File: config.mk
export PLATFORM = sky130hd
export DESIGN_NAME = barrel_shift_register
export DESIGN_NICKNAME = d
export VERILOG_FILES = /design/src/rtl/barrel_shift_register.sv
export SDC_FILE = /design/constraint.sdc
export NUM_CORES = 1
export LEC_CHECK = 0
export ABC_AREA = 1
export CORE_AREA = 2 2 39 41
export DETAILED_ROUTE_END_ITERATION = 8
export DIE_AREA = 0 0 41 43
export DONT_BUFFER_PORTS = 1
export GPL_TIMING_DRIVEN = 0
export SYNTH_ARGS = -nofsm -noshare
export SYNTH_HDL_FRONTEND = slang
export SYNTH_SLANG_ARGS = --single-unit
File: constraint.sdc
create_clock -name clk -period 0.8 [get_ports clk]
set_input_delay 0 -clock clk [delete_from_list [all_inputs] [get_ports clk]]
set_output_delay 0 -clock clk [all_outputs]
set_load 0.05 [all_outputs]
File: src/rtl/barrel_shift_register.sv
// Registered barrel shifter: one combinational stage of log2(WIDTH) muxes
// followed by an output register. MODE selects the shift/rotate flavour.
module barrel_shift_register #(
  parameter int unsigned WIDTH   = 4,
  parameter int unsigned SHIFT_W = $clog2(WIDTH),
  parameter int unsigned MODE    = 0
) (
  input  logic               clk,
  input  logic               reset,
  input  logic [WIDTH-1:0]   data_in,
  input  logic [SHIFT_W-1:0] shift_amount,
  output logic [WIDTH-1:0]   data_out
);

  localparam int unsigned MODE_SHL = 0;
  localparam int unsigned MODE_ROL = 1;
  localparam int unsigned MODE_SHR = 2;
  localparam int unsigned MODE_ROR = 3;

  // Reject configurations the datapath cannot represent.
  if (MODE > MODE_ROR) begin : g_bad_mode
    $error("barrel_shift_register: MODE must be 0..3");
  end
  if (WIDTH < 2) begin : g_bad_width
    $error("barrel_shift_register: WIDTH must be >= 2");
  end
  if (SHIFT_W < $clog2(WIDTH)) begin : g_bad_shift_w
    $error("barrel_shift_register: SHIFT_W too narrow for WIDTH");
  end

  logic [WIDTH-1:0] shifted_c;

  // Stage k moves the word by 2^k positions when shift_amount[k] is set.
  for (genvar k = 0; k < SHIFT_W; k++) begin : g_stage
    localparam int unsigned DIST = 32'd1 << k;
    localparam int unsigned ROT  = DIST % WIDTH;

    logic [WIDTH-1:0] stage_in;
    logic [WIDTH-1:0] moved;
    logic [WIDTH-1:0] stage_out;

    if (k == 0) begin : g_first
      assign stage_in = data_in;
    end else begin : g_chain
      assign stage_in = g_stage[k-1].stage_out;
    end

    if ((MODE == MODE_SHL || MODE == MODE_SHR) && DIST >= WIDTH) begin : g_flush
      // Distance beyond the word clears it in shift modes.
      assign moved = '0;
    end else if (MODE == MODE_SHL) begin : g_shl
      assign moved = {stage_in[WIDTH-1-DIST:0], {DIST{1'b0}}};
    end else if (MODE == MODE_SHR) begin : g_shr
      assign moved = {{DIST{1'b0}}, stage_in[WIDTH-1:DIST]};
    end else if (ROT == 0) begin : g_rot_id
      // Rotation by a multiple of WIDTH is the identity.
      assign moved = stage_in;
    end else if (MODE == MODE_ROL) begin : g_rol
      assign moved = {stage_in[WIDTH-1-ROT:0], stage_in[WIDTH-1:WIDTH-ROT]};
    end else begin : g_ror
      assign moved = {stage_in[ROT-1:0], stage_in[WIDTH-1:ROT]};
    end

    assign stage_out = shift_amount[k] ? moved : stage_in;
  end

  assign shifted_c = g_stage[SHIFT_W-1].stage_out;

  // Output register; asynchronous clear drops any pending result.
  always_ff @(posedge clk or negedge reset) begin
    if (!reset) begin
      data_out <= '0;
    end else begin
      data_out <= shifted_c;
    end
  end

endmodule

==> results.py, run 1 <==
metrics = {
    "clock_tree": {
        "clock_sinks": 4,
        "cts_tree": "done",
        "post_cts_buffers": 0,
        "clk_path_buf_depth": 2,
        "numCtsBuffers": 3,
        "cts-root-buf": "clkbuf_4",
        "path_clk_slew_ns": 0.04,
        "htree_levels": 1,
    },
    "worst_setup_path": {
        "critPathMaxFanout": 1,
        "crit_path_start_kind": "register",
        "worst-path-stages": 0,
        "endpoint_kind": "output pin",
        "path_class": "reg2out",
        "startpoint": "data_out[2]",
        "crit_required_ns": 0.80,
        "cp_data_arrival_time_ns": 0.73,
        "endpoint": "data_out[2]",
    },
    "floorplanning": {
        "die_x_um": 41,
        "die_h_um": 43,
        "core.rowCount": 14,
        "design.core.area_mm2": 0.00138,
        "start_util_pct": 13.7,
        "dieArea_mm2": 0.00176,
        "io_pins": 12,
    },
    "synthesis": {
        "yosysUniqueCellTypes": 8,
        "netlist_top_cells_count": "nand2_1, inv_1, dfrtp_1, nand3_1",
        "yosysSeqAreaShare_pct": 52.6,
        "synth_ff_type": "dfrtp_1",
        "synth-edff-count": 0,
        "synth.most_common_cell": "nand2_1",
        "avgSynthCellArea_um2": 7.61,
        "synth_seq_cells": 4,
        "syn_nets": 33,
        "synth_cells": 25,
        "yosys_warnings": 0,
        "async_flop_share_pct": 100,
        "synth_area_leaders": "dfrtp_1, nand2_1, nand3_1",
        "syn_area_um2": 190,
        "synth_top_cell_by_area": "dfrtp_1",
        "synth_top_area_share_pct": 52.6,
    },
    "finish": {
        "drive_gt1_share_pct": 31.3,
        "n_antenna_cell": 0,
        "syn2layout_area_growth_pct": 48.7,
        "fin_util_pct": 20.4,
        "largest_reg_flops": 4,
        "largest-register": "data_out",
        "reg.largest.list": "data_out x4",
        "fin_nets": 42,
    },
    "timing": {
        "slew_headroom_pct": 83.6,
        "fmax_mhz": 1370,
        "post-route-period-util_pct": 91.2,
        "slew_viol_final": 0,
        "finalHoldViolations": 0,
        "setup_viol": 0,
        "worst_pin_slew_ns": 0.247,
        "grt_setup_unrepaired": "no",
        "whs_ns": 0.0125,
        "fin_crit_ns": 0.730,
        "setup_tns_ns": 0,
    },
    "routing": {
        "ant_nets": 0,
        "first_pass_iters": 1,
        "routedWlPerCell_um": 8.38,
        "drc": 0,
        "drt_iter0_drc": 0,
        "via_per_inst": 3.58,
        "drt-total-wl_um": 402,
        "vias": 172,
    },
    "power_and_ir_drop": {
        "p_leak_nw": 0.162,
        "power_density_mw_per_mm2": 2070,
        "ir_worst_vdd_uv": 294,
    },
    "global_route": {
        "grt_pass1_vias": 189,
        "grt_pass1_wl_um": 703,
        "antenna_found_initial": 0,
        "grt_usage_pct": 6.99,
        "grt_start_max_net_pins": 6,
        "overflow": 0,
    },
    "place": {
        "dp_hpwl_um": 323,
        "port_buffers": 0,
        "gp_congestion": 0.694,
    },
    "worst_hold_path": {
        "hp-class": "in2reg",
    },
    "outcome": {
        "status": "completed",
    },
    "job": {
        "maxCapViolCount": 0,
    },
}
metal layers:
metal / track usage (%) / wire, um
met2: 7.50 / 184
met3: 1.57 / 25
met5: 0 / 0
met4: 12.0 / 0
met1: 7.91 / 192
kinds of logic after synthesis:
group,share of synthesized area [%]
flops,52.6
simple gates,35.5
buf+inv,11.8
area by class of cell:
cell class	count	area (um^2)
repair buffers	4	45.0
inverters	6	22.5
well taps	16	20.0
flip-flops and latches	4	105
multi-input cells	15	67.6
clock buffers	3	22.5
fillers	158	1100
repair_timing:
action                                  4_1_cts  5_1_grt
hold endpoints to repair                      8        0
endpoints found under the setup margin        4        3
resized for setup                             4        2
hold buffers                                  4        0
placed cells by master, fill, tap and decap left out, drive strengths merged:
master / n
nand3: 4
dfrtp: 4
dlymetal6s4s: 2
nor3: 1
nor2: 1
nand2: 9
clkbuf: 3
dlygate4sd3: 2
inv: 6
power breakdown:
part | internal [W] | switching, W
logic | 0.0000292 | 0.0000356
registers | 0.000221 | 0.0000578
clock network | 0.000167 | 0.0000743
total | 0.000417 | 0.000168
worst min-delay path by stage:
stage | startpoint | to | slack (ns) | cells after the start
after CTS | data_in[3] | data_out[3] | 0.009 | 4
after detailed placement | reset | data_out[0] | -0.30 | 0
after floorplan | reset | data_out[0] | -0.30 | 0
after global routing | data_in[3] | data_out[3] | 0.03 | 4
after global placement | reset | data_out[0] | -0.30 | 0
final | data_in[3] | data_out[3] | 0.01 | 4
stage by stage:
step	total power, W	instances	instance area [um^2]	setup WS (ns)
floorplan	0.000309	25	190	0.214
detailed placement	0.000318	41	210	0.205
CTS	0.000604	48	278	0.0269
finish	0.000585	48	283	0.0701
global placement	0.000316	41	210	0.209
global route	0.000622	48	283	0.00522
Note: power is estimated with default switching activity, not from simulation.
==> inputs of run 2 (changes only) <==
==> constraint.sdc (replaced) <==
create_clock -name clk -period 0.9 [get_ports clk]
set_input_delay 0 -clock clk [delete_from_list [all_inputs] [get_ports clk]]
set_output_delay 0 -clock clk [all_outputs]
set_load 0.05 [all_outputs]
==> results.py, run 2 (synthesis results as in run 1) <==
metrics = {
    "outcome": {
        "status": "completed",
    },
    "timing": {
        "setup_viol": 0,
        "grt_setup_unrepaired": "no",
        "setup_tns_ns": 0,
        "post-route-period-util_pct": 92.8,
        "worst_pin_slew_ns": 0.442,
        "fin_crit_ns": 0.835,
        "finalHoldViolations": 0,
        "slew_headroom_pct": 70.5,
        "fmax_mhz": 1200,
        "slew_viol_final": 0,
        "whs_ns": 0.0151,
    },
    "floorplanning": {
        "start_util_pct": 13.7,
        "core.rowCount": 14,
        "die_x_um": 41,
        "dieArea_mm2": 0.00176,
        "die_h_um": 43,
        "design.core.area_mm2": 0.00138,
        "io_pins": 12,
    },
    "finish": {
        "n_antenna_cell": 0,
        "largest-register": "data_out",
        "syn2layout_area_growth_pct": 43.4,
        "layout_common_cells": "nand2_1, inv_1, nand3_1, dfrtp_1, dlygate4sd3_1",
        "reg.largest.list": "data_out x4",
        "instances_no_fill": 48,
        "drive_gt1_share_pct": 18.8,
        "num-fill-cells": 159,
        "largest_reg_flops": 4,
        "fin_area_um2": 273,
        "layout_commonest_cell": "nand2_1",
        "fin_nets": 42,
    },
    "clock_tree": {
        "numCtsBuffers": 3,
        "cts_tree": "done",
        "path_clk_slew_ns": 0.04,
        "htree_levels": 1,
        "clock_sinks": 4,
        "cts-root-buf": "clkbuf_4",
        "clk_path_buf_depth": 2,
    },
    "worst_setup_path": {
        "endpoint_kind": "output pin",
        "worst-path-stages": 0,
        "path_class": "reg2out",
        "crit_required_ns": 0.90,
        "startpoint": "data_out[2]",
        "crit_path_start_kind": "register",
        "endpoint": "data_out[2]",
        "critPathMaxFanout": 1,
        "cp_data_arrival_time_ns": 0.84,
    },
    "routing": {
        "first_pass_iters": 1,
        "ant_nets": 0,
        "drt_iter0_drc": 0,
        "via_per_inst": 3.58,
        "routedWlPerCell_um": 8.38,
        "vias": 172,
        "drc": 0,
        "drt-total-wl_um": 402,
    },
    "place": {
        "dpl-instance-area_um2": 210,
        "dp_hpwl_um": 323,
        "dp.cells": 41,
        "port_buffers": 0,
        "gp_congestion": 0.694,
    },
    "power_and_ir_drop": {
        "p_leak_nw": 0.149,
        "power_w": 0.000516,
        "power_density_mw_per_mm2": 1890,
        "ir_worst_vdd_uv": 259,
    },
    "worst_hold_path": {
        "hold_path_depth": 4,
        "hp-class": "in2reg",
    },
    "job": {
        "maxCapViolCount": 0,
    },
    "global_route": {
        "grt_start_max_net_pins": 6,
        "overflow": 0,
        "grt_usage_pct": 6.99,
        "grt_pass1_vias": 189,
        "grt_pass1_wl_um": 703,
        "antenna_found_initial": 0,
    },
}
==> run 2: changes by cell type in the layout (fill, tap and decap cells not counted), sizes merged <==
cell          delta
dlymetal6s4s     -2
dlygate4sd3      +2
==> run 2: power by group <==
part / internal [W] / leakage [nW] / total [W] / switching [W]
clock network: 0.000149 / 0.0138 / 0.000215 / 0.0000666
registers: 0.000193 / 0.0502 / 0.000245 / 0.0000513
logic: 0.0000246 / 0.0849 / 0.0000563 / 0.0000317
total: 0.000366 / 0.149 / 0.000516 / 0.000150
==> run 2: metal layers <==
metal | up-vias | track usage [%] | wire length, um
met4 | 0 | 12.0 | 0
met2 | 12 | 7.50 | 187
met5 | - | 0 | 0
met1 | 70 | 7.91 | 188
met3 | 0 | 1.57 | 26
li1 | 90 | - | -
==> run 2: repair_timing <==
item | 4_1_cts | 5_1_grt
hold endpoints to repair | 8 | 0
hold buffers | 4 | 0
gates resized for setup | 0 | 0
setup buffers | 0 | 0
==> run 2: how the worst min path moves through the flow <==
stage | startpoint | to | slack [ns]
finish | data_in[3] | data_out[3] | 0.02
global route | data_in[3] | data_out[3] | 0.04
CTS | data_in[3] | data_out[3] | 0.009
detailed placement | reset | data_out[0] | -0.30
global placement | reset | data_out[0] | -0.30
floorplan | reset | data_out[0] | -0.30
==> run 2: final cells by class <==
class                      instances  area (um^2)  area share [%]
timing repair buffer               4         40.0            14.7
inverter                           6         22.5            8.26
clock buffer                       3         22.5            8.26
sequential                         4          100            36.7
multi-input combinational         15         67.6            24.8
tap                               16         20.0            7.34
==> run 2: metrics by stage <==
stage | setup WS [ns] | utilization, %
finish | 0.0650 | 19.7
global route | 0.0326 | 19.7
CTS | 0.0491 | 19.7
detailed placement | 0.305 | 15.2
global placement | 0.309 | 15.2
floorplan | 0.314 | -
